File: src/rtl/sdiv_iter.sv
// sdiv_iter -- iterative signed divider (restoring, one quotient bit per clock).
//
// Divides a 2*WIDTH-bit signed dividend by a WIDTH-bit signed divisor and
// returns a 2*WIDTH-bit quotient truncated toward zero plus a WIDTH-bit
// remainder carrying the dividend's sign (n = q*d + r, |r| < |d|).
// Latency from the accept edge to the edge raising dout_valid is always
// 2*WIDTH+2 cycles, including the divide-by-zero and overflow cases.
//
// Ports:
//   clk, rst_n             clock (rising edge), async active-low reset
//   din_valid / din_ready  operand handshake; ready only while idle
//   din_n [2W-1:0]         signed dividend
//   din_d [W-1:0]          signed divisor
//   dout_valid / dout_ready result handshake; outputs held until accepted
//   dout_q [2W-1:0]        signed quotient
//   dout_r [W-1:0]         signed remainder
//   dout_div0              divisor was zero (q = all ones, r = low dividend bits)
//   dout_ovf               most-negative / -1 (q = most-negative, r = 0)
module sdiv_iter #(
  parameter int WIDTH = 8
) (
  input  logic               clk,
  input  logic               rst_n,
  input  logic               din_valid,
  output logic               din_ready,
  input  logic [2*WIDTH-1:0] din_n,
  input  logic [WIDTH-1:0]   din_d,
  output logic               dout_valid,
  input  logic               dout_ready,
  output logic [2*WIDTH-1:0] dout_q,
  output logic [WIDTH-1:0]   dout_r,
  output logic               dout_div0,
  output logic               dout_ovf
);

  localparam int W2 = 2 * WIDTH;
  localparam int CW = $clog2(W2);

  typedef enum logic [2:0] {S_IDLE, S_ABS, S_DIV, S_SIGN, S_DONE} state_e;

  state_e          state_q, state_d;
  logic [CW-1:0]   cnt_q, cnt_d;
  logic [W2-1:0]   n_q, n_d;          // captured dividend (sign + div0 remainder)
  logic [WIDTH-1:0] d_q, d_d;         // captured divisor (sign)
  logic            div0_q, div0_d;
  logic            ovf_q, ovf_d;
  logic [W2-1:0]   work_q, work_d;    // dividend bits shift out, quotient bits shift in
  logic [WIDTH-1:0] rem_q, rem_d;     // partial remainder magnitude
  logic [WIDTH:0]  dmag_q, dmag_d;    // divisor magnitude, one extra bit for 2^(W-1)
  logic [W2-1:0]   out_quo_q, out_quo_d;
  logic [WIDTH-1:0] out_rem_q, out_rem_d;
  logic            out_div0_q, out_div0_d;
  logic            out_ovf_q, out_ovf_d;
  logic            out_valid_q, out_valid_d;

  logic [W2-1:0]   n_mag;
  logic [WIDTH:0]  d_ext, d_mag;
  logic [WIDTH:0]  shifted;
  logic [W2-1:0]   quo_signed;
  logic [WIDTH-1:0] rem_signed;

  assign din_ready  = (state_q == S_IDLE);
  assign dout_valid = out_valid_q;
  assign dout_q     = out_quo_q;
  assign dout_r     = out_rem_q;
  assign dout_div0  = out_div0_q;
  assign dout_ovf   = out_ovf_q;

  always_comb begin
    // NOTE: every variable written here is defaulted first, so no branch can
    // leave one unassigned and infer a latch.
    state_d     = state_q;
    cnt_d       = cnt_q;
    n_d         = n_q;
    d_d         = d_q;
    div0_d      = div0_q;
    ovf_d       = ovf_q;
    work_d      = work_q;
    rem_d       = rem_q;
    dmag_d      = dmag_q;
    out_quo_d   = out_quo_q;
    out_rem_d   = out_rem_q;
    out_div0_d  = out_div0_q;
    out_ovf_d   = out_ovf_q;
    out_valid_d = out_valid_q;

    // Unsigned magnitudes: |most-negative| = 2^(2W-1) still fits 2W unsigned
    // bits, and the divisor gets WIDTH+1 bits so |-2^(W-1)| is representable.
    n_mag = n_q[W2-1] ? (~n_q + W2'(1)) : n_q;
    d_ext = {d_q[WIDTH-1], d_q};
    d_mag = d_q[WIDTH-1] ? (~d_ext + (WIDTH+1)'(1)) : d_ext;

    shifted    = {rem_q, work_q[W2-1]};
    quo_signed = (n_q[W2-1] ^ d_q[WIDTH-1]) ? (~work_q + W2'(1)) : work_q;
    rem_signed = n_q[W2-1] ? (~rem_q + WIDTH'(1)) : rem_q;

    unique case (state_q)
      S_IDLE: begin
        if (din_valid) begin
          n_d     = din_n;
          d_d     = din_d;
          div0_d  = (din_d == '0);
          ovf_d   = (din_n == {1'b1, {(W2-1){1'b0}}}) && (din_d == '1);
          state_d = S_ABS;
        end
      end
      S_ABS: begin
        work_d  = n_mag;
        dmag_d  = d_mag;
        rem_d   = '0;
        cnt_d   = '0;
        state_d = S_DIV;
      end
      S_DIV: begin
        // Restoring step: keep the trial difference only when it is non-negative.
        if (shifted >= dmag_q) begin
          rem_d  = WIDTH'(shifted - dmag_q);
          work_d = {work_q[W2-2:0], 1'b1};
        end else begin
          rem_d  = shifted[WIDTH-1:0];
          work_d = {work_q[W2-2:0], 1'b0};
        end
        cnt_d = cnt_q + CW'(1);
        if (cnt_q == CW'(W2 - 1)) state_d = S_SIGN;
      end
      S_SIGN: begin
        out_quo_d  = quo_signed;
        out_rem_d  = rem_signed;
        out_div0_d = div0_q;
        out_ovf_d  = ovf_q;
        if (div0_q) begin
          out_quo_d = '1;
          out_rem_d = n_q[WIDTH-1:0];
        end else if (ovf_q) begin
          out_quo_d = {1'b1, {(W2-1){1'b0}}};
          out_rem_d = '0;
        end
        out_valid_d = 1'b1;
        state_d     = S_DONE;
      end
      S_DONE: begin
        if (dout_ready) begin
          out_valid_d = 1'b0;
          state_d     = S_IDLE;
        end
      end
      default: state_d = S_IDLE;
    endcase
  end

  // NOTE: non-blocking assignments, so every flop samples the pre-edge value
  // of the others regardless of statement order.
  always_ff @(posedge clk or negedge rst_n) begin
    if (!rst_n) begin
      state_q     <= S_IDLE;
      cnt_q       <= '0;
      n_q         <= '0;
      d_q         <= '0;
      div0_q      <= 1'b0;
      ovf_q       <= 1'b0;
      work_q      <= '0;
      rem_q       <= '0;
      dmag_q      <= '0;
      out_quo_q   <= '0;
      out_rem_q   <= '0;
      out_div0_q  <= 1'b0;
      out_ovf_q   <= 1'b0;
      out_valid_q <= 1'b0;
    end else begin
      state_q     <= state_d;
      cnt_q       <= cnt_d;
      n_q         <= n_d;
      d_q         <= d_d;
      div0_q      <= div0_d;
      ovf_q       <= ovf_d;
      work_q      <= work_d;
      rem_q       <= rem_d;
      dmag_q      <= dmag_d;
      out_quo_q   <= out_quo_d;
      out_rem_q   <= out_rem_d;
      out_div0_q  <= out_div0_d;
      out_ovf_q   <= out_ovf_d;
      out_valid_q <= out_valid_d;
    end
  end

endmodule

File: config.mk
export PLATFORM = sky130hd
export DESIGN_NAME = sdiv_iter
export DESIGN_NICKNAME = d
export VERILOG_FILES = /design/src/rtl/sdiv_iter.sv
export SDC_FILE = /design/constraint.sdc
export NUM_CORES = 1
export LEC_CHECK = 0
export BUFFER_PORTS_ARGS = -buffer_cell sky130_fd_sc_hd__buf_2
export CAP_MARGIN = 20
export CORE_MARGIN = 5
export CORE_UTILIZATION = 44
export DETAILED_ROUTE_END_ITERATION = 8
export SLEW_MARGIN = 25
export SYNTH_ARGS = -nofsm -noshare
export SYNTH_HDL_FRONTEND = slang
export SYNTH_SLANG_ARGS = --single-unit
File: constraint.sdc
create_clock -name clk -period 2.9 [get_ports clk]
set_clock_uncertainty 0.1 [all_clocks]
set_input_delay 0.58 -clock clk [delete_from_list [all_inputs] [get_ports clk]]
set_output_delay 0.58 -clock clk [all_outputs]
set_load 0.02 [all_outputs]
Word level (Yosys, flattened, before mapping)
Cells that the tools add are included.

word-level totals
  memories = 0
  logic and storage cells = 63
  output and inout bits = 28
  register bits after elaboration = 93
  bits in writable memories = 0
  latch bits = 0
  bits in read-only memories = 0
  input port bits = 28

cells by class
  magnitude comparators = 1
  mux-type cells = 19
  eq/ne operators = 10
  $add $sub $neg = 6
  bitwise logic cells = 5
  reduce and logical (&&, ||, !) cells = 8
  shift operators = 0
  divide/modulo/power cells = 0
  $mul = 0

operators with widths
  cell                   count
  $mux 16                4
  $add 16x1->16 const B  2
  $mux 8                 4
  $not 16->16            2
  $pmux 16 s2            1
  $eq 16x16->1 const B   1
  $pmux 8 s2             1
  $pmux 3 s5             1
  $add 9x1->9 const B    1
  $ge 9x9->1             1
  $mux 3                 3
  $mux 9                 1
  $not 9->9              1
  $add 8x1->8 const B    1
  $eq 8x8->1 const B     1
  $logic_not 8->1        1
  $not 8->8              1
  $pmux 4 s2             1
  $sub 8x8->8            1
  $eq 3x2->1 const B     2
  $ne 2x2->1 const B     3
  $add 4x1->4 const B    1
  $eq 4x4->1 const B     1
  $reduce_and 2->1       2
  9 further kinds        11

Longest topological paths before layout
Gate-level depths: netlist (run 1).

  depth after elaboration = 5
  gate-level depth with buffers = 10
  mapped depth without buffers = 10

Worst setup path before layout (run 1)
Ideal clock, no wire load.

  kind = reg-to-reg
  start = register n_q[8]
  end = register work_q[14]
  slack = 0.691 ns
  required time = 2.696 ns
  arrival = 2.006 ns
  period minus slack after synthesis = 2.209 ns
  path buffers = 0
  setup time = 0.104 ns
  stages on the path, launching flop included = 6
  cells stage by stage = dfrtp_1 -> nor4_1 -> or3b_2 -> o41ai_1 -> xor2_1 -> a221oi_1

on the way
  word-level cells in the longest chain between the ends = 4

RTL lines
  element                 line  source
  start, declared         43    logic [W2-1:0] n_q, n_d;
  start signal, assigned  172   n_q <= n_d;
  $not 16->16             89    n_mag = n_q[W2-1] ? (~n_q + W2'(1)) : n_q;
  $add 16x1->16           89
  $mux 16                 89
  $pmux 16 s2             97    unique case (state_q)
  end signal, assigned    176   work_q <= work_d;
  end, declared           47    logic [W2-1:0] work_q, work_d;

Every way passes these cells.
A chain may end at the register's enable or synchronous reset.

Final worst setup path (run 1)
Same ends and word-level chain as after synthesis.

==> impl_metrics.json, run 1 <==
{
  "outcome": "finished clean",
  "ys.flop_type": "dfrtp_1",
  "ant_nets": 0,
  "synth.distinct_cells": 54,
  "leakagePower_nw": 2.70,
  "grt_pass1_wl_um": 21800,
  "crit_required_ns": 3.05,
  "synth_edf_count": 0,
  "port_buffers": 55,
  "hp-class": "in -> async",
  "fin_ws_ns": 0.436,
  "rsz0062_at_grt": "false",
  "timing.fmax_mhz": 406,
  "vias_per_cell": 5.70,
  "num_io_pins": 56,
  "p_sw_share_pct": 45.3,
  "slew_headroom_pct": 53.9,
  "synthCells": 565,
  "path_max_fanout": 4,
  "grt_pass1_vias": 3991,
  "r2r_start": "n_q[8]",
  "cts_inserted_buffers": 9,
  "drive_gt1_share_pct": 18.0,
  "pwr-share-clk_pct": 14.2,
  "final_common_cell": "dfrtp_1",
  "critPathLaunchType": "flop",
  "gp_congestion": 0.935,
  "cts_tree": "done",
  "root_buffer": "clkbuf_16",
  "clock_sinks": 93,
  "cts-resized-gates": 0,
  "p_int_w": 0.00431,
  "grt_overflow": 0,
  "syn_area_mm2": 0.00524,
  "drc_errors": 0,
  "syn_nets": 608,
  "whs_ns": 0.178,
  "die-area_mm2": 0.0142,
  "met3_usage_pct": 3.22,
  "initial_utilization_pct": 45.3,
  "critical_path_class": "reg -> reg",
  "nNetsFinal": 660,
  "grt_use_total_pct": 19.3,
  "hold_viol": 0,
  "tns_ns": 0,
  "fill_cells": 1064,
  "critPathLaunch": "n_q[8]",
  "yosys_warnings": 0,
  "p_sw_w": 0.00357,
  "power_frac_comb_pct": 53.3,
  "setup_viol": 0,
  "fp.dieH_um": 119,
  "grt_start_max_net_pins": 51,
  "final_cells": 764,
  "die_x_um": 119,
  "ys_ff_latch": 93,
  "path_clk_slew_ns": 0.07,
  "max-cap-violations": 0,
  "worstMarginPinSlew_ns": 0.692,
  "fin_crit_sh_pct": 85.0,
  "powerDensity_mw_per_mm2": 1320,
  "antenna_found_initial": 0,
  "dp_slack_ns": 0.486,
  "synthArstFlopShare_pct": 100,
  "p_total_w": 0.00788,
  "core_area_mm2": 0.0116,
  "cts_max_level": 3,
  "seqPwrFrac_pct": 32.5,
  "grt.busiest_layer": "met1",
  "peakVddDrop_uv": 544,
  "antennaDiodeCount": 0,
  "drtIter0Drc": 309,
  "mostFrequentLayoutCells": "93 x dfrtp_1, 72 x o21ai_0, 64 x nand2_1",
  "routedWlPerCell_um": 17.3,
  "rows": 39,
  "endpoint_kind": "flop",
  "dp_cells": 749,
  "area_growth_pct": 14.0,
  "use_met2_pct": 27.6,
  "cts_max_path_buffers": 2,
  "drtPass1Iterations": 5,
  "finalCriticalPeriod_ns": 2.46,
  "met1_usage_pct": 29.5,
  "postCtsHoldBufs": 0,
  "insertion_delay_ns": 0.35,
  "finalWirelength_um": 13200,
  "dp.final_hpwl_um": 9880,
  "post_cts_buffers": 0,
  "cp.arrival_ns": 2.61,
  "avgSynthCellArea_um2": 9.28,
  "seq_area_frac_synth_pct": 44.4,
  "drv_slew": 0,
  "vias": 4355
}
-- cell type report --
type | instances | area, µm² | share of cell area [%]
multi-input combinational | 415 | 2670 | 44.7
sequential | 93 | 2330 | 38.9
timing repair buffer | 71 | 423 | 7.07
clock buffer | 12 | 256 | 4.29
tap | 143 | 179 | 2.99
inverter | 27 | 101 | 1.70
clock inverter | 3 | 21.3 | 0.356
-- routing by layer --
layer | wire, µm | up-vias
met3 | 913 | 17
met4 | 246 | 0
met1 | 6490 | 2062
met5 | 0 | -
met2 | 5590 | 154
li1 | - | 2122
-- synth_stat cells (all sizes together) (4+ instances only) --
cell | n | share of area, %
dfrtp | 93 | 44
o21ai | 72 | 6.9
nand2 | 65 | 4.7
a21oi | 35 | 3.3
nor2 | 27 | 1.9
clkbuf | 26 | 2.4
inv | 26 | 1.9
xor2 | 26 | 4.3
xnor2 | 20 | 3.3
mux2 | 19 | 4.1
a22oi | 15 | 2.1
ha | 14 | 3.3
nand3 | 11 | 1.0
nor3 | 11 | 1.0
nand2b | 10 | 1.2
nor4 | 9 | 1.1
o31ai | 9 | 1.3
a22o | 7 | 1.2
or3 | 7 | 0.93
a31oi | 6 | 0.72
mux2i | 6 | 1.1
o22ai | 5 | 0.60
buf | 4 | 0.38
nand4 | 4 | 0.48
-- state kept, by name, indices dropped and copies added (netlist names), 3 cells and up --
register  flops
dout_q       16
n_q          16
work_q       16
dmag_q        9
d_q           8
dout_r        8
rem_q         8
cnt_q         4
state_q       3
-- worst paths after layout --
path	to	slack [ns]	cells after the start
worst max-delay path	work_q[14]	0.44	5
worst min-delay path	rem_q[5]	0.18	1
worst max register to register	work_q[14]	0.44	5
worst min register to register	dout_q[2]	0.37	2
max in group asynchronous	dout_q[11]	1.85	2
min in group clk	n_q[1]	0.36	3
-- power groups by stage --
stage	logic (W)	registers, W	clock network (W)
floorplan	0.00308	0.00246	0
global placement	0.00412	0.00254	0
detailed placement	0.00417	0.00257	0
CTS	0.00419	0.00255	0.00114
global route	0.00466	0.00265	0.00120
finish	0.00420	0.00256	0.00112
-- per-stage QoR --
stage	utilization [%]	instance area (µm²)
4_1_cts	51.7	5980
3_5_place_dp	49.3	5700
2_1_floorplan	-	5240
6_report	51.7	5980
5_1_grt	51.7	5980
3_3_place_gp	49.3	5700
-- kinds of logic after synthesis --
kind of cell / Yosys count / synth area share [%]
compound gates: 173 / 20.1
xor+xnor: 46 / 7.68
fa+ha+maj: 15 / 3.72
buf+inv: 57 / 4.75
flops: 93 / 44.4
mux: 25 / 5.23
simple gates: 156 / 14.1
-- critical path: stages (launching register included) --
cell	delay, ns
dfrtp_1	0.42
nor4_1	0.47
or3b_2	0.53
o41ai_1	0.41
xor2_1	0.14
a221oi_1	0.30
No activity file was read; power rests on OpenSTA's default activity.
==> run 2, diff against run 1 <==
Settings changed: ABC_AREA from default to 1.
Clock period 2.9 ns to 2.02 ns, I/O delays scaled along.
==> run 2 against run 1 <==
Effect of this change: first-iteration DRC count is 13% higher; worst setup slack worse by 0.28 ns; hold slack better by 0.016 ns; non-clock buffer count is 6 higher; sequential power is 33% higher; via count is 14% higher; critical path depth is 4 higher; fmax is 32% higher; core utilization is 0.53 points higher; clock-buffer cell count stayed put; critical endpoint is now rem_q[4]; largest cell class unchanged.
==> impl_metrics.json, run 2 <==
{
  "vias": 4986,
  "tns_ns": 0,
  "grt_pass1_vias": 4752,
  "final_cells": 974,
  "cts_inserted_buffers": 9,
  "avgSynthCellArea_um2": 7.39,
  "critPathLaunchType": "flop",
  "initial_utilization_pct": 45.0,
  "synth_compound_area_share_pct": 11.5,
  "cp.arrival_ns": 2.05,
  "power_frac_comb_pct": 56.5,
  "yosys-top-cells-area": "dfrtp_1 43%, nand2_1 15%, nand3_1 8.4%",
  "dp.final_hpwl_um": 11000,
  "cts_max_level": 3,
  "pwr-share-clk_pct": 14.6,
  "drive_gt1_share_pct": 13.4,
  "post_cts_buffers": 0,
  "antennaDiodeCount": 0,
  "nNetsFinal": 844,
  "synthAdderAreaFrac_pct": 3.59,
  "grt_overflow": 0,
  "vias_per_cell": 5.12,
  "fp.dieH_um": 121,
  "fill_cells": 1182,
  "yosys_warnings": 0,
  "ys.flop_type": "dfrtp_1",
  "rsz0062_at_grt": "false",
  "synthArstFlopShare_pct": 100,
  "synth_xor_area_share_pct": 2.88,
  "die_x_um": 121,
  "path_clk_slew_ns": 0.06,
  "synth_edf_count": 0,
  "gp_congestion": 0.827,
  "p_sw_w": 0.00572,
  "p_total_w": 0.0118,
  "whs_ns": 0.193,
  "cts_tree": "done",
  "grt_start_max_net_pins": 42,
  "fin_util_pct": 52.2,
  "synth_common_cells": "214 x nand2_1, 106 x inv_1, 93 x dfrtp_1",
  "p_sw_share_pct": 48.6,
  "synthCells": 735,
  "synth_most_common_cell": "nand2_1",
  "setup_viol": 0,
  "dp_cells": 957,
  "synth.distinct_cells": 36,
  "finalCriticalPeriod_ns": 1.86,
  "finalWirelength_um": 14300,
  "synth_mux_area_share_pct": 0,
  "final_common_cell": "nand2_1",
  "yosys.area.top_type": "dfrtp_1",
  "fin_crit_sh_pct": 92.3,
  "seqPwrFrac_pct": 28.9,
  "ys_ff_latch": 93,
  "die-area_mm2": 0.0147,
  "drc_errors": 0,
  "drv_slew": 0,
  "hold_viol": 0,
  "ant_nets": 0,
  "powerDensity_mw_per_mm2": 1870,
  "seq_area_frac_synth_pct": 42.9,
  "outcome": "finished clean",
  "rows": 40,
  "p_int_w": 0.00605,
  "grt_use_total_pct": 20.5,
  "leakagePower_nw": 3.29,
  "syn_area_mm2": 0.00543,
  "endpoint_kind": "flop",
  "hp-class": "in -> reg",
  "peakVddDrop_uv": 601,
  "area_growth_pct": 16.0,
  "num_io_pins": 56,
  "insertion_delay_ns": 0.35,
  "max-cap-violations": 0,
  "path_max_fanout": 8,
  "core_area_mm2": 0.0121,
  "cts_max_path_buffers": 2,
  "synth_top_family_by_area": "simple AND/OR/NAND/NOR gates",
  "mostFrequentLayoutCells": "214 x nand2_1, 105 x inv_1, 93 x dfrtp_1",
  "yosysTopAreaCellShare_pct": 42.9,
  "port_buffers": 55,
  "clock_sinks": 93,
  "synth-simple-area-share_pct": 29.6,
  "routedWlPerCell_um": 14.6,
  "root_buffer": "clkbuf_16",
  "drtPass1Iterations": 5,
  "antenna_found_initial": 0,
  "syn_nets": 778,
  "crit_required_ns": 2.21,
  "slew_headroom_pct": 63.3,
  "drtIter0Drc": 350,
  "timing.fmax_mhz": 536,
  "critical_path_class": "reg -> reg",
  "worstMarginPinSlew_ns": 0.547,
  "grt_pass1_wl_um": 24000
}
[run 2: changes by cell type after synthesis, sizes merged, moves of 12 or more]
| cell | before | now |
|---|---|---|
| nor2 | 27 | 39 |
| xnor2 | 20 | 3 |
| a21oi | 35 | 16 |
| o21ai | 72 | 48 |
| nand3 | 11 | 91 |
| xor2 | 26 | 14 |
| clkbuf | 26 | 8 |
| inv | 26 | 109 |
| nand2 | 65 | 215 |
| mux2 | 19 | 0 |
| a22oi | 15 | 3 |
| o211ai | 2 | 14 |
[run 2: cell type report]
cell class              count  area (µm²)  area share, %
well taps                 168         210           3.34
inverters                 110         413           6.56
multi-input cells         510        2600           41.2
repair buffers             77         458           7.27
flip-flops and latches     93        2330           36.9
clock buffers              12         246           3.91
clock inverters             4        47.5          0.755
[run 2: power groups by stage]
stage          Sequential (W)  Combinational [W]  Clock, W
6_report              0.00341            0.00665   0.00171
4_1_cts               0.00340            0.00661   0.00174
3_3_place_gp          0.00339            0.00648         0
5_1_grt               0.00353            0.00756   0.00182
2_1_floorplan         0.00352            0.00455         0
3_5_place_dp          0.00342            0.00658         0
[run 2: path summary, 6_finish.rpt]
kind	cells after the start	start	slack, ns	endpoint
max in group asynchronous	3	rst_n	0.76	dout_q[2]
max	9	rem_q[3]	0.16	rem_q[4]
min	3	din_d[2]	0.19	d_q[2]
max reg2reg	9	rem_q[3]	0.16	rem_q[4]
min in group asynchronous	2	rst_n	0.44	rem_q[1]
min reg2reg	2	dmag_q[8]	0.37	dmag_q[8]
[run 2: cell families (layout without fill, tap and decap cells)]
family / after synthesis / after routing
and+or+nand+nor: 376 / 376
xor gates and xnor gates: 17 / 17
buffers and inverters: 132 / 203
DFF: 93 / 93
AOI/OAI and AO/OA: 102 / 102
adders and majority gates: 15 / 15
[run 2: metrics by stage]
step                      setup WS, ns  area, µm²
after floorplan                  0.264       5430
after global placement           0.117       5980
after detailed placement        0.0544       5980
after CTS                       0.0618       6280
after global routing           0.00694       6300
final                            0.156       6300
[run 2: metal layers]
metal	vias to the layer above	share of wire (%)	GRT usage [%]
li1	2531	-	-
met1	2313	51	31.6
met2	130	42	29.7
met3	12	5.4	2.98
met4	0	1.3	6.09
met5	-	0	0
[run 2: what timing repair did]
item	4_1_cts	5_1_grt
resized for setup	0	6
hold buffers	1	0
endpoints found under the setup margin	0	12
hold endpoints to repair	29	0
[run 2: critical path: stages, from the launching register on]
cell     delay [ns]
dfrtp_1        0.41
ha_1           0.37
nand2_1        0.10
nor2_1         0.14
nand2_1        0.08
nand3_1        0.11
nand3_2        0.20
nand3_1        0.14
nand3_1        0.08
nand2_1        0.06
==> run 3, diff against run 2 <==
Settings changed: CORE_MARGIN 5 to default, CTS_BUF_LIST from default to sky130_fd_sc_hd__clkbuf_2, PLACE_DENSITY from default to 0.76.
==> run 3 against run 2 <==
Effect of this change: global-route usage rose by 2.6 points; cell count rose by 1.8%; non-clock buffer count rose by 39; sequential cell count did not move; clock-buffer cell count fell by 2; worst setup slack got worse by 0.079 ns; largest power group unchanged; die area fell by 13%; total power fell by 2.3%.
==> impl_metrics.json, run 3 (same netlist as run 2, synthesis figures left out) <==
{
  "area_growth_pct": 20.7,
  "clock_sinks": 93,
  "powerDensity_mw_per_mm2": 1750,
  "leakagePower_nw": 3.40,
  "critPathBufInv": 2,
  "insertion_delay_ns": 0.58,
  "rrSetupSlack_ns": 0.13,
  "vias": 5293,
  "drc_errors": 0,
  "num_io_pins": 56,
  "p_int_w": 0.00567,
  "crit_required_ns": 1.52,
  "finalCriticalPeriod_ns": 1.94,
  "critPathLaunchType": "flop",
  "endpoint_kind": "primary output",
  "power_frac_comb_pct": 61.8,
  "p_sw_w": 0.00582,
  "cts_max_level": 3,
  "cp.depth": 4,
  "fp.dieH_um": 113,
  "grt_pass1_vias": 4780,
  "seqPwrFrac_pct": 29.7,
  "holdPathEnd": "state_q[0]",
  "final_common_cell": "nand2_1",
  "p_sw_share_pct": 50.7,
  "worstReg2RegEnd": "rem_q[4]",
  "critical_path_class": "reg -> out",
  "rows": 40,
  "die-area_mm2": 0.0128,
  "timing.fmax_mhz": 515,
  "fin_crit_sh_pct": 96.2,
  "root_buffer": "clkbuf_2",
  "cts_tree": "done",
  "ff_latch_area_mm2": 0.00233,
  "core_area_mm2": 0.0120,
  "fin_util_pct": 54.6,
  "slew_headroom_pct": 62.7,
  "antenna_found_initial": 0,
  "min_from": "din_valid",
  "crit_family": "flip-flops",
  "drive_gt1_share_pct": 15.9,
  "mostFrequentLayoutCells": "212 x nand2_1, 104 x inv_1, 91 x dfrtp_1",
  "vias_per_cell": 5.34,
  "nNetsFinal": 883,
  "ff2ff_path_depth": 9,
  "max-cap-violations": 0,
  "fill_cells": 1124,
  "drv_slew": 0,
  "grt_pass1_wl_um": 23500,
  "drtIter0Drc": 476,
  "cts_inserted_buffers": 9,
  "outcome": "finished clean",
  "port_buffers": 55,
  "grt_overflow": 0,
  "die_x_um": 113,
  "initial_utilization_pct": 45.2,
  "finalWirelength_um": 14100,
  "worstMarginPinSlew_ns": 0.556,
  "place_area_mm2": 0.00598,
  "grt_use_total_pct": 23.1,
  "crit_chain": "nor2_2 -> inv_2 -> nor2_4 -> buf_6",
  "setup_viol": 0,
  "hp-class": "in -> reg",
  "path_clk_slew_ns": 0.26,
  "grt_start_max_net_pins": 40,
  "antennaDiodeCount": 0,
  "design_area_mm2": 0.00656,
  "min_path_cells": 3,
  "hold_viol": 0,
  "gp_congestion": 0.876,
  "ant_nets": 0,
  "path_max_fanout": 2,
  "multiInputGateArea_mm2": 0.00265,
  "routedWlPerCell_um": 14.3,
  "drtPass1Iterations": 8,
  "cp.arrival_ns": 1.44,
  "cts_max_path_buffers": 2,
  "peakVddDrop_uv": 692,
  "pwr-share-clk_pct": 8.5,
  "critical_path.max_stage_delay_ns": 0.46,
  "dp.final_hpwl_um": 10100,
  "rsz0062_at_grt": "true",
  "cp_slowest_cell": "dfrtp_1",
  "r2r_start": "rem_q[4]"
}
run 3: layer usage:
| metal | track usage, % | vias up | share of wire (%) |
|---|---|---|---|
| met5 | 0 | - | 0 |
| met4 | 5.18 | 0 | 1.1 |
| met3 | 4.87 | 18 | 7.9 |
| met2 | 35.3 | 217 | 44 |
| met1 | 33.7 | 2455 | 47 |
| li1 | - | 2603 | - |
run 3: repair_timing:
| action | 4_1_cts | 5_1_grt |
|---|---|---|
| hold buffers | 26 | 0 |
| endpoints found under the setup margin | 1 | 22 |
| buffers inserted | 8 | 6 |
| gates resized for setup | 2 | 22 |
| pin swaps | 2 | 3 |
| hold endpoints to repair | 82 | 0 |
run 3: tightest hold or removal path: stages:
cell,delay (ns)
buf_2,0.11
o31ai_1,0.08
nor3_1,0.16
run 3: how the worst max path moves through the flow:
| stage | from | endpoint | slack (ns) |
|---|---|---|---|
| 3_3_place_gp | rem_q[3] | rem_q[5] | 0.12 |
| 6_report | state_q[0] | din_ready | 0.08 |
| 2_1_floorplan | rem_q[5] | rem_q[0] | 0.26 |
| 4_1_cts | state_q[2] | din_ready | -0.03 |
| 5_1_grt | rem_q[2] | rem_q[5] | -0.02 |
| 3_5_place_dp | rem_q[3] | rem_q[5] | 0.04 |
run 3: layout make-up:
cell class / count / area share, %
repair buffers: 116 / 13.0
clock buffers: 10 / 0.764
inverters: 110 / 6.38
clock inverters: 6 / 1.07
multi-input cells: 510 / 40.4
flip-flops and latches: 93 / 35.5
well taps: 147 / 2.81
run 3: through the flow:
stage	setup slack (ns)	hold slack (ns)	setup TNS, ns	total power (W)	instances
after floorplan	0.264	0.00841	0	0.00807	735
after global placement	0.125	0.275	0	0.00981	936
after detailed placement	0.0401	0.274	0	0.00994	936
after CTS	-0.0343	0.0350	-0.0343	0.0111	986
after global routing	-0.0176	0.129	-0.0394	0.0126	992
final	0.0771	0.125	0	0.0115	992
run 3: power by group through the flow:
stage	clock network [W]	registers, W	logic, W
finish	0.000975	0.00341	0.00711
global route	0.00106	0.00353	0.00801
CTS	0.000988	0.00338	0.00675
detailed placement	0	0.00343	0.00651
global placement	0	0.00339	0.00641
floorplan	0	0.00352	0.00455
